### src/rtl/mips_pkg.sv
// Shared MIPS encodings: multiply/divide op codes and the MDU FSM states.
package mips_pkg;

  typedef enum logic [2:0] {
    OP_NOP   = 3'b000,
    OP_MULT  = 3'b001,
    OP_MULTU = 3'b010,
    OP_DIV   = 3'b011,
    OP_DIVU  = 3'b100,
    OP_MTHI  = 3'b101,
    OP_MTLO  = 3'b110
  } mdu_op_e;

  typedef enum logic [1:0] {
    ST_IDLE = 2'b00,
    ST_MUL  = 2'b01,
    ST_DIV  = 2'b10
  } mdu_state_e;

endpackage

### src/rtl/mdu_div_step.sv
// One restoring-divide step: shift the next dividend bit into the partial
// remainder and subtract the divisor when it fits.
module mdu_div_step #(
  parameter int WIDTH = 32
) (
  input  logic [WIDTH-1:0] rem_i,
  input  logic             msb_i,
  input  logic [WIDTH-1:0] dvs_i,
  output logic [WIDTH-1:0] rem_o,
  output logic             qbit_o
);
  logic [WIDTH:0]   sh;
  logic [WIDTH-1:0] diff;

  assign sh     = {rem_i, msb_i};
  // Any successful subtraction leaves less than the divisor, so W bits suffice.
  assign diff   = sh[WIDTH-1:0] - dvs_i;
  assign qbit_o = (sh >= {1'b0, dvs_i});
  assign rem_o  = qbit_o ? diff : sh[WIDTH-1:0];
endmodule

### src/rtl/mdu_iter.sv
// Iterative MIPS multiply/divide unit: radix-2 shift-add MULT and restoring DIV
// on magnitudes, one bit per cycle, committing HI/LO on the final iteration.
module mdu_iter
  import mips_pkg::*;
#(
  parameter int WIDTH = 32
) (
  input  logic             clk,
  input  logic             rst,
  input  logic             start,
  input  logic [2:0]       op,
  input  logic [WIDTH-1:0] a,
  input  logic [WIDTH-1:0] b,
  input  logic             flush,
  output logic             busy,
  output logic             done,
  output logic [WIDTH-1:0] hi,
  output logic [WIDTH-1:0] lo
);
  localparam int            CW   = $clog2(WIDTH);
  localparam logic [CW-1:0] LAST = CW'(WIDTH - 1);

  mdu_state_e       state_q, state_d;
  logic [CW-1:0]    cnt_q, cnt_d;
  logic [WIDTH-1:0] acc_q, acc_d;    // product high half / partial remainder
  logic [WIDTH-1:0] mq_q, mq_d;      // multiplier or dividend out, result bits in
  logic [WIDTH-1:0] opb_q, opb_d;    // multiplicand / divisor magnitude
  logic [WIDTH-1:0] araw_q, araw_d;  // raw dividend for the divide-by-zero result
  logic             neg_q, neg_d, rneg_q, rneg_d, dz_q, dz_d;
  logic [WIDTH-1:0] hi_q, hi_d, lo_q, lo_d;
  logic             done_q, done_d;

  logic               sgn, a_neg, b_neg, dqbit;
  logic [WIDTH-1:0]   a_mag, b_mag, drem, quo, rem;
  logic [WIDTH:0]     msum;
  logic [2*WIDTH-1:0] prod;

  mdu_div_step #(.WIDTH(WIDTH)) u_div_step (
    .rem_i (acc_q),
    .msb_i (mq_q[WIDTH-1]),
    .dvs_i (opb_q),
    .rem_o (drem),
    .qbit_o(dqbit)
  );

  always_comb begin
    sgn   = (op == OP_MULT) || (op == OP_DIV);
    a_neg = sgn && a[WIDTH-1];
    b_neg = sgn && b[WIDTH-1];
    a_mag = a_neg ? -a : a;
    b_mag = b_neg ? -b : b;
    msum  = {1'b0, acc_q} + (mq_q[0] ? {1'b0, opb_q} : '0);
    // Final results are formed from this cycle's step output so the last
    // iteration and the commit share one edge.
    prod  = {msum, mq_q[WIDTH-1:1]};
    if (neg_q) prod = -prod;
    quo   = {mq_q[WIDTH-2:0], dqbit};
    if (neg_q) quo = -quo;
    rem   = rneg_q ? -drem : drem;

    state_d = state_q;
    cnt_d   = cnt_q;
    acc_d   = acc_q;
    mq_d    = mq_q;
    opb_d   = opb_q;
    araw_d  = araw_q;
    neg_d   = neg_q;
    rneg_d  = rneg_q;
    dz_d    = dz_q;
    hi_d    = hi_q;
    lo_d    = lo_q;
    done_d  = 1'b0;

    unique case (state_q)
      ST_IDLE: if (start && !flush) begin
        case (op)
          OP_MULT, OP_MULTU: begin
            state_d = ST_MUL;
            cnt_d   = '0;
            acc_d   = '0;
            opb_d   = a_mag;
            mq_d    = b_mag;
            neg_d   = a_neg ^ b_neg;
          end
          OP_DIV, OP_DIVU: begin
            state_d = ST_DIV;
            cnt_d   = '0;
            acc_d   = '0;
            opb_d   = b_mag;
            mq_d    = a_mag;
            neg_d   = a_neg ^ b_neg;
            rneg_d  = a_neg;
            dz_d    = (b == '0);
            araw_d  = a;
          end
          OP_MTHI: hi_d = a;
          OP_MTLO: lo_d = a;
          default: ;
        endcase
      end
      ST_MUL: if (flush) begin
        state_d = ST_IDLE;
      end else begin
        acc_d = msum[WIDTH:1];
        mq_d  = {msum[0], mq_q[WIDTH-1:1]};
        cnt_d = cnt_q + CW'(1);
        if (cnt_q == LAST) begin
          state_d = ST_IDLE;
          cnt_d   = '0;
          hi_d    = prod[2*WIDTH-1:WIDTH];
          lo_d    = prod[WIDTH-1:0];
          done_d  = 1'b1;
        end
      end
      ST_DIV: if (flush) begin
        state_d = ST_IDLE;
      end else begin
        acc_d = drem;
        mq_d  = {mq_q[WIDTH-2:0], dqbit};
        cnt_d = cnt_q + CW'(1);
        if (cnt_q == LAST) begin
          state_d = ST_IDLE;
          cnt_d   = '0;
          hi_d    = dz_q ? araw_q : rem;
          lo_d    = dz_q ? '1 : quo;
          done_d  = 1'b1;
        end
      end
      default: state_d = ST_IDLE;
    endcase
  end

  always_ff @(posedge clk) begin
    if (rst) begin
      state_q <= ST_IDLE;
      cnt_q   <= '0;
      acc_q   <= '0;
      mq_q    <= '0;
      opb_q   <= '0;
      araw_q  <= '0;
      neg_q   <= 1'b0;
      rneg_q  <= 1'b0;
      dz_q    <= 1'b0;
      hi_q    <= '0;
      lo_q    <= '0;
      done_q  <= 1'b0;
    end else begin
      state_q <= state_d;
      cnt_q   <= cnt_d;
      acc_q   <= acc_d;
      mq_q    <= mq_d;
      opb_q   <= opb_d;
      araw_q  <= araw_d;
      neg_q   <= neg_d;
      rneg_q  <= rneg_d;
      dz_q    <= dz_d;
      hi_q    <= hi_d;
      lo_q    <= lo_d;
      done_q  <= done_d;
    end
  end

  assign busy = (state_q != ST_IDLE);
  assign done = done_q;
  assign hi   = hi_q;
  assign lo   = lo_q;
endmodule

### config.mk
export PLATFORM = sky130hd
export DESIGN_NAME = mdu_iter
export DESIGN_NICKNAME = d
export VERILOG_FILES = /design/src/rtl/mips_pkg.sv /design/src/rtl/mdu_div_step.sv /design/src/rtl/mdu_iter.sv
export SDC_FILE = /design/constraint.sdc
export NUM_CORES = 1
export LEC_CHECK = 0
export CAP_MARGIN = 20
export CORE_UTILIZATION = 32
export DETAILED_ROUTE_END_ITERATION = 10
export MAX_ROUTING_LAYER = met4
export PLACE_DENSITY = 0.53
export SYNTH_ARGS = -nofsm -noshare
export SYNTH_HDL_FRONTEND = slang
export SYNTH_HIERARCHICAL = 1
export SYNTH_SLANG_ARGS = --single-unit
export TNS_END_PERCENT = 10
### constraint.sdc
create_clock -name clk -period 5.1 [get_ports clk]
set_clock_uncertainty 0.1 [all_clocks]
set_input_delay 0.765 -clock clk [delete_from_list [all_inputs] [get_ports clk]]
set_output_delay 0.765 -clock clk [all_outputs]
set_load 0.01 [all_outputs]
==> impl_metrics.csv, run 1 <==
group,metric,value,unit
route,drc,0,
critical_path,startpoint_type,"flop",
hold_path,min_to,"hi[7]",
sta,holdWs,0.3534,ns
grt,antenna_found_initial,1,
floorplan,num_rows,88,
clocking,cts_hold_buffers,0,
critical_path,worstReg2RegEnd,"hi[20]",
synthesis,synth.avg_cell_area,7.014,sq um
route,vias,21370,
synthesis,syn_inst,2674,
route,antenna_left,0,
synthesis,synth_warnings,6,
synthesis,yosys-top-cells-area,"dfxtp_1 (22%), nand2_1 (7.9%), a21oi_1 (7.5%), xnor2_1 (5.9%), nor2_1 (5.2%)",
critical_path,worstPathRequired,5.44,ns
sta,fin_setup_tns,0,ns
clocking,clockBufferDepth,3,
route,dr.pass1.iters,7,
synthesis,synth_top_cell_by_area,"dfxtp_1",
clocking,htree_levels,1,
sta,final.period_utilization,97.02,%
placed_design,place_ws,-0.3603,ns
route,drt_iter0_drc,2089,
route,wl,88020,um
placed_design,post-dp-hpwl,68330,um
floorplan,io_pins,137,
critical_path,rr_startpoint,"opb_q[7]",
clocking,root_buffer,"clkbuf_16",
power_and_ir_drop,power.leakage,8.990,nW
job,maxCapViolations,0,
synthesis,synth_area,0.01876,sq mm
power_and_ir_drop,p_per_area,352.1,mW/mm^2
clocking,cts_sinks,203,
clocking,worstSkewPairLatency,0.59,ns
sta,setup_viol,0,
placed_design,port_buffers,136,
sta,worstMarginPinSlew,1.140,ns
cells_and_area,area_growth,24.08,%
synthesis,synth_cell_types,92,
sta,drv_slew,0,
clocking,clkTransAtPathRegs,0.06,ns
grt,grt.overflow.total,0,
sta,relSlewSlack,24.02,%
cells_and_area,postLayoutCoreUtil,40.26,%
sta,period_needed,4.948,ns
synthesis,synth_fp_nets,2822,
synthesis,netlist.area_leader.share,21.67,%
synthesis,synth_seq_cells,203,
floorplan,die_width,244.1,um
cells_and_area,nets,2985,
synthesis,ys_seq_area_share,21.67,%
sta,fmax,202.1,MHz
placed_design,place.gp.congestion,1.031,
outcome,status,"finished, final reports clean",
route,wl_per_cell,24.29,um
critical_path,worstPathMaxFanout,8,
hold_path,min-delay-start,"hi[7]",
hold_path,hold_path.class,"flop to flop",
synthesis,synth_flop_cell,"dfxtp_1",
power_and_ir_drop,ir_worst_vdd,0.2108,mV
synthesis,synth_edf_count,0,
critical_path,r2r_setup_slack,0.15,ns
grt,grt_pass1_wl,130700,um
floorplan,start_util,32.45,%
clocking,cts_tree,"yes",
grt,grt_usage,29.48,%
sta,fin_ws,0.1520,ns
cells_and_area,antenna_cells,0,
grt,grt_pass1_vias,20440,
critical_path,arrival,5.28,ns
clocking,cts_inserted_buffers,27,
sta,finalHoldViolCount,0,
critical_path,worstSetupPathType,"flop to flop",
critical_path,reg2regPathDepth,24,
cells_and_area,final_common_cell,"nand2_1",
synthesis,async_flop_share,0,%
cells_and_area,nFillCells,6043,
sta,rsz0062_at_grt,"yes",
critical_path,end_kind,"flop",
cells_and_area,drive_gt1_share,13.68,%
cells_and_area,final_cell_mix,"nand2_1 (394), a21oi_1 (279), nor2_1 (259)",
hold_path,holdPathStages,2,
route,vias_per_cell,5.897,
floorplan,dieArea,0.05959,sq mm
floorplan,core,0.05781,sq mm
grt,grt_max_degree,89,
floorplan,die_h,244.1,um
critical path, stage by stage (launching register included):
cell	delay [ns]
dfxtp_2	0.32
inv_1	0.06
ha_4	0.24
a21oi_4	0.16
a211oi_1	0.09
or3_4	0.39
nor4b_4	0.25
buf_4	0.19
o21ai_4	0.07
a31oi_4	0.15
o21a_4	0.19
clkinv_8	0.08
mux2_4	0.31
or4_4	0.56
nor3_2	0.17
buf_4	0.16
buf_4	0.12
nand2b_4	0.06
o41ai_4	0.29
xor2_1	0.34
o21ai_1	0.10
nand2_1	0.10
nand2_1	0.07
a21oi_2	0.16
o41ai_1	0.08
how the worst max path moves through the flow:
| stage | startpoint | to | slack [ns] | depth (start not counted) |
|---|---|---|---|---|
| 2_1_floorplan | opb_q[10] | hi[29] | 0.02 | 22 |
| 3_3_place_gp | opb_q[7] | hi[24] | -0.38 | 23 |
| 3_5_place_dp | opb_q[7] | hi[29] | -0.36 | 22 |
| 4_1_cts | opb_q[9] | hi[24] | 0.03 | 26 |
| 5_1_grt | opb_q[9] | hi[30] | -0.04 | 27 |
| 6_report | opb_q[7] | hi[20] | 0.15 | 24 |
cells in the mapped netlist (17+ instances only):
cell / n
and2_1: 44
buf_2: 17
or3_1: 30
nand2_1: 397
a21oi_1: 280
o31ai_1: 33
buf_1: 20
xnor2_1: 126
nand4_1: 23
dfxtp_1: 203
mux2_2: 20
o211ai_1: 42
nor3_1: 79
a221oi_1: 46
a211oi_1: 29
clkbuf_1: 176
o21ai_0: 136
o41ai_1: 28
a21o_1: 19
nand3_1: 53
xor2_1: 94
inv_1: 79
nor4_1: 18
a22o_1: 28
ha_1: 75
nand2b_1: 20
nor2_1: 260
a22oi_1: 45
flip-flops by register name (all words and copies together) (netlist names):
register,flops
acc_q,32
araw_q,32
cnt_q,5
done,1
dz_q,1
hi,32
lo,32
mq_q,32
neg_q,1
opb_q,32
rneg_q,1
state_q,2
per-layer routing:
metal  share of wire [%]  wire length [um]  up-vias  GRT usage (%)
met1                  44             38450    10290          38.04
met5                   0                 0        -              -
li1                    -                 -     9937              -
met4                 4.1              3598        0          10.37
met2                  44             38890      976          45.90
met3                 8.0              7073      165          5.345
per-stage QoR:
stage          cells  power [mW]  area (sq um)
6_report        3623       8.195         23270
5_1_grt         3623       8.532         23270
4_1_cts         3618       7.950         22920
3_5_place_dp    3566       5.703         21840
3_3_place_gp    3566       5.691         21840
2_1_floorplan   2674       4.098         18760
repair_timing:
item                                   CTS  global route
buffers inserted                         2             3
endpoints found under the hold margin    0             0
setup endpoints to repair               13            20
pin swaps                                1            19
resized for setup                       13            53
area by class of cell:
class	instances	area, sq um	share of cell area (%)
tap	765	957.2	4.113
sequential	203	4071	17.49
multi-input combinational	2174	13920	59.81
inverter	80	312.8	1.344
timing repair buffer	351	3017	12.96
clock inverter	14	226.5	0.9731
clock buffer	36	769.5	3.306
power breakdown:
part           total, mW  internal [mW]  switching (mW)
clock network       2.17           1.32           0.852
logic               4.09           1.61            2.47
registers           1.94           1.72           0.221
kinds of logic (layout without fill, tap and decap cells):
| family | Yosys count | after routing | share of synthesized area, % |
|---|---|---|---|
| and+or+nand+nor | 1016 | 1016 | 25.05 |
| buffers and inverters | 297 | 481 | 6.264 |
| DFF | 203 | 203 | 21.67 |
| xor gates and xnor gates | 220 | 220 | 10.27 |
| muxes | 43 | 43 | 2.668 |
| adders and majority gates | 77 | 77 | 5.216 |
| AOI/OAI and AO/OA | 818 | 818 | 28.86 |
No activity file was read; power rests on OpenSTA's default activity.
==> inputs of run 2 (changes only) <==
--- a/config.mk
+++ b/config.mk
@@ -9,7 +9,7 @@
 export CORE_UTILIZATION = 32
 export DETAILED_ROUTE_END_ITERATION = 10
 export MAX_ROUTING_LAYER = met4
-export PLACE_DENSITY = 0.53
+export PLACE_DENSITY = 0.52
 export SYNTH_ARGS = -nofsm -noshare
 export SYNTH_HDL_FRONTEND = slang
 export SYNTH_HIERARCHICAL = 1
==> constraint.sdc (replaced) <==
create_clock -name clk -period 5.8 [get_ports clk]
set_clock_uncertainty 0.1 [all_clocks]
set_input_delay 0.87 -clock clk [delete_from_list [all_inputs] [get_ports clk]]
set_output_delay 0.87 -clock clk [all_outputs]
set_load 0.01 [all_outputs]
==> impl_metrics.csv, run 2 (synthesized netlist as in run 1, its figures left out) <==
group,metric,value,unit
outcome,status,"finished, final reports clean",
placed_design,post-dp-hpwl,67340,um
route,vias,20990,
cells_and_area,area_growth,17.00,%
critical_path,startpoint_type,"flop",
critical_path,end_kind,"flop",
route,wl_per_cell,25.04,um
cells_and_area,final_cell_mix,"nand2_1 (395), a21oi_1 (280), nor2_1 (259)",
sta,period_needed,5.454,ns
grt,grt_pass1_wl,128200,um
cells_and_area,final_common_cell,"nand2_1",
floorplan,start_util,32.45,%
clocking,clockBufferDepth,3,
cells_and_area,antenna_cells,0,
route,vias_per_cell,6.001,
power_and_ir_drop,power.leakage,8.302,nW
clocking,worstSkewPairLatency,0.58,ns
sta,rsz0062_at_grt,"no",
critical_path,worstReg2RegEnd,"hi[10]",
critical_path,worstPathRequired,6.12,ns
sta,fmax,183.3,MHz
power_and_ir_drop,finalPower,6.590,mW
cells_and_area,postLayoutCoreUtil,37.96,%
route,dr.pass1.iters,6,
placed_design,port_buffers,136,
sta,drv_slew,0,
clocking,cts_sinks,203,
critical_path,startpoint,"opb_q[7]",
route,wl,87580,um
sta,setup_viol,0,
critical_path,reg2regPathDepth,21,
power_and_ir_drop,ir_worst_vdd,0.2303,mV
floorplan,io_pins,137,
floorplan,dieArea,0.05959,sq mm
critical_path,rr_startpoint,"opb_q[7]",
cells_and_area,nFillCells,6128,
critical_path,worstPathMaxFanout,11,
clocking,root_buffer,"clkbuf_16",
power_and_ir_drop,p_per_area,300.3,mW/mm^2
critical_path,endpoint,"hi[10]",
sta,final.period_utilization,94.04,%
sta,worstMarginPinSlew,1.164,ns
grt,grt.overflow.total,0,
floorplan,num_rows,88,
route,drt_iter0_drc,2335,
route,antenna_left,0,
floorplan,die_width,244.1,um
grt,antenna_found_initial,2,
floorplan,die_h,244.1,um
route,drc,0,
cells_and_area,nets,2865,
sta,relSlewSlack,21.37,%
critical_path,worstSetupPathType,"flop to flop",
job,maxCapViolations,0,
clocking,htree_levels,1,
floorplan,core,0.05781,sq mm
hold_path,hold_path.class,"flop to flop",
critical_path,r2r_setup_slack,0.35,ns
clocking,cts_tree,"yes",
grt,grt_usage,29.28,%
sta,finalHoldViolCount,0,
hold_path,min-delay-start,"hi[3]",
clocking,cts_inserted_buffers,27,
critical_path,arrival,5.77,ns
grt,grt_max_degree,97,
grt,grt_pass1_vias,19660,
cells_and_area,drive_gt1_share,8.379,%
clocking,clkTransAtPathRegs,0.06,ns
placed_design,place.gp.congestion,0.9948,
-- run 2: cell count changes in the layout (fill, tap and decap cells not counted), sizes merged --
cell / previous run / this run
clkinv: 5 / 3
inv: 82 / 81
clkinvlp: 2 / 0
bufinv: 5 / 3
buf: 216 / 96
clkbuf: 36 / 38
-- run 2: power breakdown --
part,total (mW),internal [mW],switching [mW],leakage [nW]
clock network,1.74,1.04,0.696,0.434
registers,1.71,1.51,0.204,1.65
logic,3.14,1.15,1.99,6.22
-- run 2: how the worst min path moves through the flow --
stage                       endpoint  slack, ns  cells past startpoint
after CTS                  araw_q[4]       0.35                      2
after global routing      araw_q[22]       0.37                      2
after detailed placement   araw_q[4]       0.34                      2
after global placement     araw_q[4]       0.34                      2
after floorplan            araw_q[4]       0.33                      2
final                          hi[3]       0.35                      2
-- run 2: repair_timing --
action / CTS / global route
pin swaps: 0 / 3
hold buffers: 0 / 0
gates resized for setup: 1 / 10
setup endpoints to repair: 1 / 12
hold endpoints to repair: 0 / 0
buffers inserted: 0 / 1
cloned: 0 / 0
-- run 2: layer usage --
layer	global-route usage, %	wire [um]
met5	-	0
met4	11.89	4022
met3	4.094	6871
met2	43.87	38140
met1	39.31	38540
-- run 2: cell type report --
| type | count | area [sq um] | share of cell area, % |
|---|---|---|---|
| clock inverters | 7 | 113.9 | 0.5188 |
| well taps | 765 | 957.2 | 4.362 |
| clock buffers | 38 | 767.0 | 3.495 |
| repair buffers | 231 | 2108 | 9.607 |
| flip-flops and latches | 203 | 4066 | 18.53 |
| inverters | 80 | 300.3 | 1.368 |
| multi-input cells | 2174 | 13630 | 62.12 |
-- run 2: per-stage QoR --
stage               hold slack, ns  worst slack [ns]  instances  area, sq um  setup TNS [ns]
floorplan                   0.3312            0.7152       2674        18760               0
global placement            0.3419            0.1432       3450        20960               0
detailed placement          0.3436          -0.04452       3451        20990        -0.04452
CTS                         0.3512            0.1236       3496        21870               0
global route                0.3701          0.007787       3498        21940               0
finish                      0.3543            0.3457       3498        21940               0
-- run 2: worst max-delay path: stages, from the launching register on --
cell and delay, ns:
dfxtp_1 0.35, inv_1 0.05, ha_1 0.33, a21oi_2 0.21, a211oi_1 0.11, or3_4 0.39
nor4b_4 0.39, o21ai_2 0.13, a31oi_4 0.23, o21a_4 0.22, inv_2 0.15, buf_4 0.22
mux2_2 0.33, nor3_1 0.20, buf_4 0.16, nand2_1 0.07, o41ai_1 0.52, xor2_1 0.37
o21ai_0 0.13, a221o_1 0.39, nand2_1 0.16, a21oi_1 0.08
